$ cat src/rtl/vga_timing_pkg.sv
// Shared 640x480@60 raster constants and count types for the VGA timing producer
// and the block/pixel controllers that consume hCount/vCount/bright.
package vga_timing_pkg;

  localparam int COUNT_W = 10;
  localparam int DIV_W   = 4;

  typedef logic [COUNT_W-1:0] count_t;

  localparam int DEF_H_SYNC   = 96;
  localparam int DEF_H_BP     = 48;
  localparam int DEF_H_ACTIVE = 640;
  localparam int DEF_H_FP     = 16;
  localparam int DEF_V_SYNC   = 2;
  localparam int DEF_V_BP     = 33;
  localparam int DEF_V_ACTIVE = 480;
  localparam int DEF_V_FP     = 10;

  localparam int H_TOTAL = DEF_H_SYNC + DEF_H_BP + DEF_H_ACTIVE + DEF_H_FP;
  localparam int V_TOTAL = DEF_V_SYNC + DEF_V_BP + DEF_V_ACTIVE + DEF_V_FP;

  // Top-left corner of the visible area in raster counts.
  localparam int H_VIS_START = DEF_H_SYNC + DEF_H_BP;
  localparam int V_VIS_START = DEF_V_SYNC + DEF_V_BP;

endpackage

$ cat src/rtl/pixel_en_div.sv
// Divides the system clock into a registered one-clk pixel enable, high while the
// divider sits at its last value.
module pixel_en_div
  import vga_timing_pkg::*;
#(
  parameter int CLK_DIV = 4
) (
  input  logic clk,
  input  logic rst,
  output logic pix_en
);

  localparam logic [DIV_W-1:0] DIV_LAST = DIV_W'(CLK_DIV - 1);

  logic [DIV_W-1:0] div;
  logic [DIV_W-1:0] div_next;

  always_comb begin
    div_next = div + 1'b1;
    if (div == DIV_LAST) div_next = '0;
  end

  // pix_en is decoded from the next divider value so it lines up with div==CLK_DIV-1.
  always_ff @(posedge clk) begin
    if (rst) begin
      div    <= '0;
      pix_en <= 1'b0;
    end else begin
      div    <= div_next;
      pix_en <= (div_next == DIV_LAST);
    end
  end

endmodule

$ cat src/rtl/vga_timing_gen.sv
// VGA raster timing producer: hCount/vCount, active-low syncs, bright, pixel enable
// and line/frame ticks, all running on clk with a divided pixel enable.
module vga_timing_gen
  import vga_timing_pkg::*;
#(
  parameter int CLK_DIV  = 4,
  parameter int H_SYNC   = DEF_H_SYNC,
  parameter int H_BP     = DEF_H_BP,
  parameter int H_ACTIVE = DEF_H_ACTIVE,
  parameter int H_FP     = DEF_H_FP,
  parameter int V_SYNC   = DEF_V_SYNC,
  parameter int V_BP     = DEF_V_BP,
  parameter int V_ACTIVE = DEF_V_ACTIVE,
  parameter int V_FP     = DEF_V_FP
) (
  input  logic               clk,
  input  logic               rst,
  output logic [COUNT_W-1:0] hCount,
  output logic [COUNT_W-1:0] vCount,
  output logic               hSync,
  output logic               vSync,
  output logic               bright,
  output logic               pix_en,
  output logic               line_tick,
  output logic               frame_tick
);

  localparam int H_TOT = H_SYNC + H_BP + H_ACTIVE + H_FP;
  localparam int V_TOT = V_SYNC + V_BP + V_ACTIVE + V_FP;

  if (H_TOT > 1024 || V_TOT > 1024 || CLK_DIV < 1 || CLK_DIV > 16) begin : g_param_err
    $error("vga_timing_gen: raster totals must be <= 1024 and CLK_DIV in 1..16");
  end

  localparam count_t H_LAST     = count_t'(H_TOT - 1);
  localparam count_t V_LAST     = count_t'(V_TOT - 1);
  localparam count_t H_SYNC_END = count_t'(H_SYNC);
  localparam count_t V_SYNC_END = count_t'(V_SYNC);
  localparam count_t H_VIS_LO   = count_t'(H_SYNC + H_BP);
  localparam count_t H_VIS_HI   = count_t'(H_SYNC + H_BP + H_ACTIVE - 1);
  localparam count_t V_VIS_LO   = count_t'(V_SYNC + V_BP);
  localparam count_t V_VIS_HI   = count_t'(V_SYNC + V_BP + V_ACTIVE - 1);

  count_t h_next;
  count_t v_next;

  pixel_en_div #(.CLK_DIV(CLK_DIV)) u_div (
    .clk    (clk),
    .rst    (rst),
    .pix_en (pix_en)
  );

  always_comb begin
    h_next = hCount;
    v_next = vCount;
    if (pix_en) begin
      if (hCount == H_LAST) begin
        h_next = '0;
        v_next = (vCount == V_LAST) ? '0 : vCount + 1'b1;
      end else begin
        h_next = hCount + 1'b1;
      end
    end
  end

  // Syncs and bright decode the next-state counts so they never lag hCount/vCount.
  always_ff @(posedge clk) begin
    if (rst) begin
      hCount <= '0;
      vCount <= '0;
      hSync  <= 1'b0;
      vSync  <= 1'b0;
      bright <= 1'b0;
    end else begin
      hCount <= h_next;
      vCount <= v_next;
      hSync  <= (h_next >= H_SYNC_END);
      vSync  <= (v_next >= V_SYNC_END);
      bright <= (h_next >= H_VIS_LO) && (h_next <= H_VIS_HI) &&
                (v_next >= V_VIS_LO) && (v_next <= V_VIS_HI);
    end
  end

  assign line_tick  = pix_en && (hCount == H_LAST);
  assign frame_tick = line_tick && (vCount == V_LAST);

endmodule

$ cat config.mk
export PLATFORM = sky130hd
export DESIGN_NAME = vga_timing_gen
export DESIGN_NICKNAME = d
export VERILOG_FILES = /design/src/rtl/vga_timing_pkg.sv /design/src/rtl/pixel_en_div.sv /design/src/rtl/vga_timing_gen.sv
export SDC_FILE = /design/constraint.sdc
export NUM_CORES = 1
export LEC_CHECK = 0
export ABC_AREA = 1
export CAP_MARGIN = 15
export CORE_MARGIN = 2
export CORE_UTILIZATION = 25
export DETAILED_ROUTE_END_ITERATION = 8
export PLACE_DENSITY = 0.45
export SLEW_MARGIN = 30
export SYNTH_ARGS = -nofsm -noshare
export SYNTH_HDL_FRONTEND = slang
export SYNTH_SLANG_ARGS = --single-unit
export TNS_END_PERCENT = 10
$ cat constraint.sdc
create_clock -name clk -period 4.6 [get_ports clk]
set_clock_uncertainty 0.1 [all_clocks]
set_input_delay 0.92 -clock clk [delete_from_list [all_inputs] [get_ports clk]]
set_output_delay 0.92 -clock clk [all_outputs]
set_load 0.01 [all_outputs]
==> flow_summary.toml <==
[status]
outcome = "completed"

[placed_design]
place_area_sq_um = 1984
port_buffers = 27
pre_cts_ws_ns = 1.789
dpl.cell_count = 345
post-dp-hpwl_mm = 3.161
routabilityCongestion = 0.8271

[clock_tree]
tritoncts = "yes"
cts_buffer_depth = 2
cts_resized = 0
post_cts_hold_buffer_count = 0
clock_latency_ns = 0.28
cts_root_buf = "clkbuf_8"
path_clk_slew_ns = 0.10
cts_made_buffers = 3
post_cts_buffers = 0
htree_levels = 1
cts.sinks = 28

[final_layout]
stdcell_count = 349
multiInputGateArea_sq_um = 909.6
area_growth_pct = 26.38
antenna_cells = 0
fin_area_sq_um = 2056
final_cell_mix = "63 x nand2_1, 42 x nor2_1, 31 x inv_1"
fin_nets = 280
final_common_cell = "nand2_1"
final_core_util = 0.3256
fillers = 730
seq_area_sq_um = 560.5
drive_above_1_share = 0.09926

[worst_setup_path]
crit_type = "reg2out"
worstSetupStartpoint = "hCount[0]"
endpoint_kind = "primary output"
cp-start-kind = "register"
r2r_cells = 12
worstPathMaxFanout = 5
crit_arrival_ns = 2.11
reg2reg_slack_ns = 2.50
rr_endpoint = "vSync"
worstPathRequired_ns = 3.58
r2r-start = "hCount[0]"
crit_end = "frame_tick"

[flow_run]
cap_viol_max_count = 0

[power]
p_leak_nw = 0.9290
powerDensity_nw_per_um2 = 228.7
irDropWorstVdd_v = 0.0001751

[timing]
rsz0062_at_grt = "no"
period_needed_ns = 3.127
tightestPinTransition_ns = 0.3428
setup_tns_ns = 0
fmax_mhz = 319.8
fin_crit_sh = 0.6797
drv_slew = 0
hold_viol = 0
slew-limit-headroom = 0.7697
setup_viol = 0
final.setup.worst_slack_ns = 1.473

[synth]
ys_types = 28
yosysWarnings = 0
syn_avg_cell_area_sq_um = 6.666
synth.cell_area_sq_um = 1627
ys_seq_area_frac = 0.3446
synth_cells = 244
async_flop_share = 0
ys_ff_latch = 28
ys.flop_type = "dfxtp_1"
synth_nets = 251
synth-edff-count = 0

[grt]
grt_start_max_net_pins = 26
grt_first_pass_wirelength_mm = 7.038
grt_pass1_vias = 1453
grt_overflow_total = 0
grt_usage = 0.1224
antenna_found_initial = 0

[detailed_routing]
first_iter_violations = 54
wl_mm = 4.131
via_per_inst = 4.395
drc = 0
drt.antenna.violating_nets = 0
first_pass_iters = 4
via_count = 1534
wl_per_cell_um = 11.84

[die]
die_h_um = 84.66
fp.dieW_um = 84.66
coreArea_sq_um = 6314
num_rows = 29
ioPinCount = 28
start_util = 0.2576
die_area_sq_um = 7167

[worst_hold_path]
hold_path_class = "reg2reg"
routing by layer:
metal | GRT usage | up-vias | routed length [um]
met1 | 0.1647 | 678 | 2105
met2 | 0.2026 | 27 | 1839
met3 | 0.02852 | 2 | 160
li1 | - | 827 | -
met5 | 0 | - | 0
met4 | 0.02165 | 0 | 25
per-stage QoR:
step           hold WS, ns  total power [mW]
3_3_place_gp        0.3941            0.2754
4_1_cts             0.4310            0.4787
5_1_grt             0.4685            0.4903
2_1_floorplan       0.4168            0.2673
3_5_place_dp        0.4133            0.2750
6_report            0.4279            0.4701
registers in the layout, summed over array words and instances (netlist names):
signal	cells
bright	1
hSync	1
u_div.div	4
vCount	10
u_div.pix_en	1
vSync	1
hCount	10
logic make-up after synthesis:
| logic type | after synthesis | share of synthesized area |
|---|---|---|
| AND/OR/NAND/NOR | 156 | 0.4562 |
| AO/OA/AOI/OAI | 10 | 0.03692 |
| XOR/XNOR | 4 | 0.02154 |
| buffers and inverters | 40 | 0.09615 |
| adder cells (fa/ha/maj) | 5 | 0.03846 |
| multiplexers | 1 | 0.006154 |
| flip-flops | 28 | 0.3446 |
cell type report:
cell class	instances	area share
clock buffers	3	0.02009
clock inverters	1	0.01461
inverters	35	0.06452
multi-input cells	176	0.4425
flip-flops and latches	28	0.2727
well taps	77	0.04687
repair buffers	29	0.1388
synth_stat cells, types with 3 or more instances:
library cell	count	area share
nand2_1	63	0.15
nor2_1	42	0.097
inv_1	31	0.072
dfxtp_1	28	0.34
nand3_1	21	0.065
nand4_1	8	0.031
ha_1	5	0.038
nor3_1	5	0.015
a21oi_1	4	0.012
nand2_2	4	0.015
nor2_4	4	0.028
clkbuf_1	3	0.0069
inv_2	3	0.0069
nand3_2	3	0.018
nor2_2	3	0.012
o21bai_1	3	0.014
xor2_1	3	0.016
critical path, stage by stage (launching register included):
cell,delay [ns]
dfxtp_1,0.41
ha_1,0.25
nand2_1,0.08
nor3_2,0.17
nand3_2,0.19
nor2_1,0.16
clkdlybuf4s50_1,0.56
report_power, final:
group / internal (mW) / switching (mW)
sequential: 0.246 / 0.00291
combinational: 0.00752 / 0.0127
clock: 0.117 / 0.0844
total: 0.370 / 0.100
worst min path at each step:
stage,startpoint,end,slack (ns),cells after the start
floorplan,u_div.div[3],u_div.div[0],0.42,2
CTS,hCount[1],hCount[1],0.43,2
global route,hCount[1],hCount[1],0.47,2
global placement,hCount[1],hCount[1],0.39,2
finish,hCount[1],hCount[1],0.43,2
detailed placement,hCount[1],hCount[1],0.41,2
Note: power is estimated with default switching activity, not from simulation.
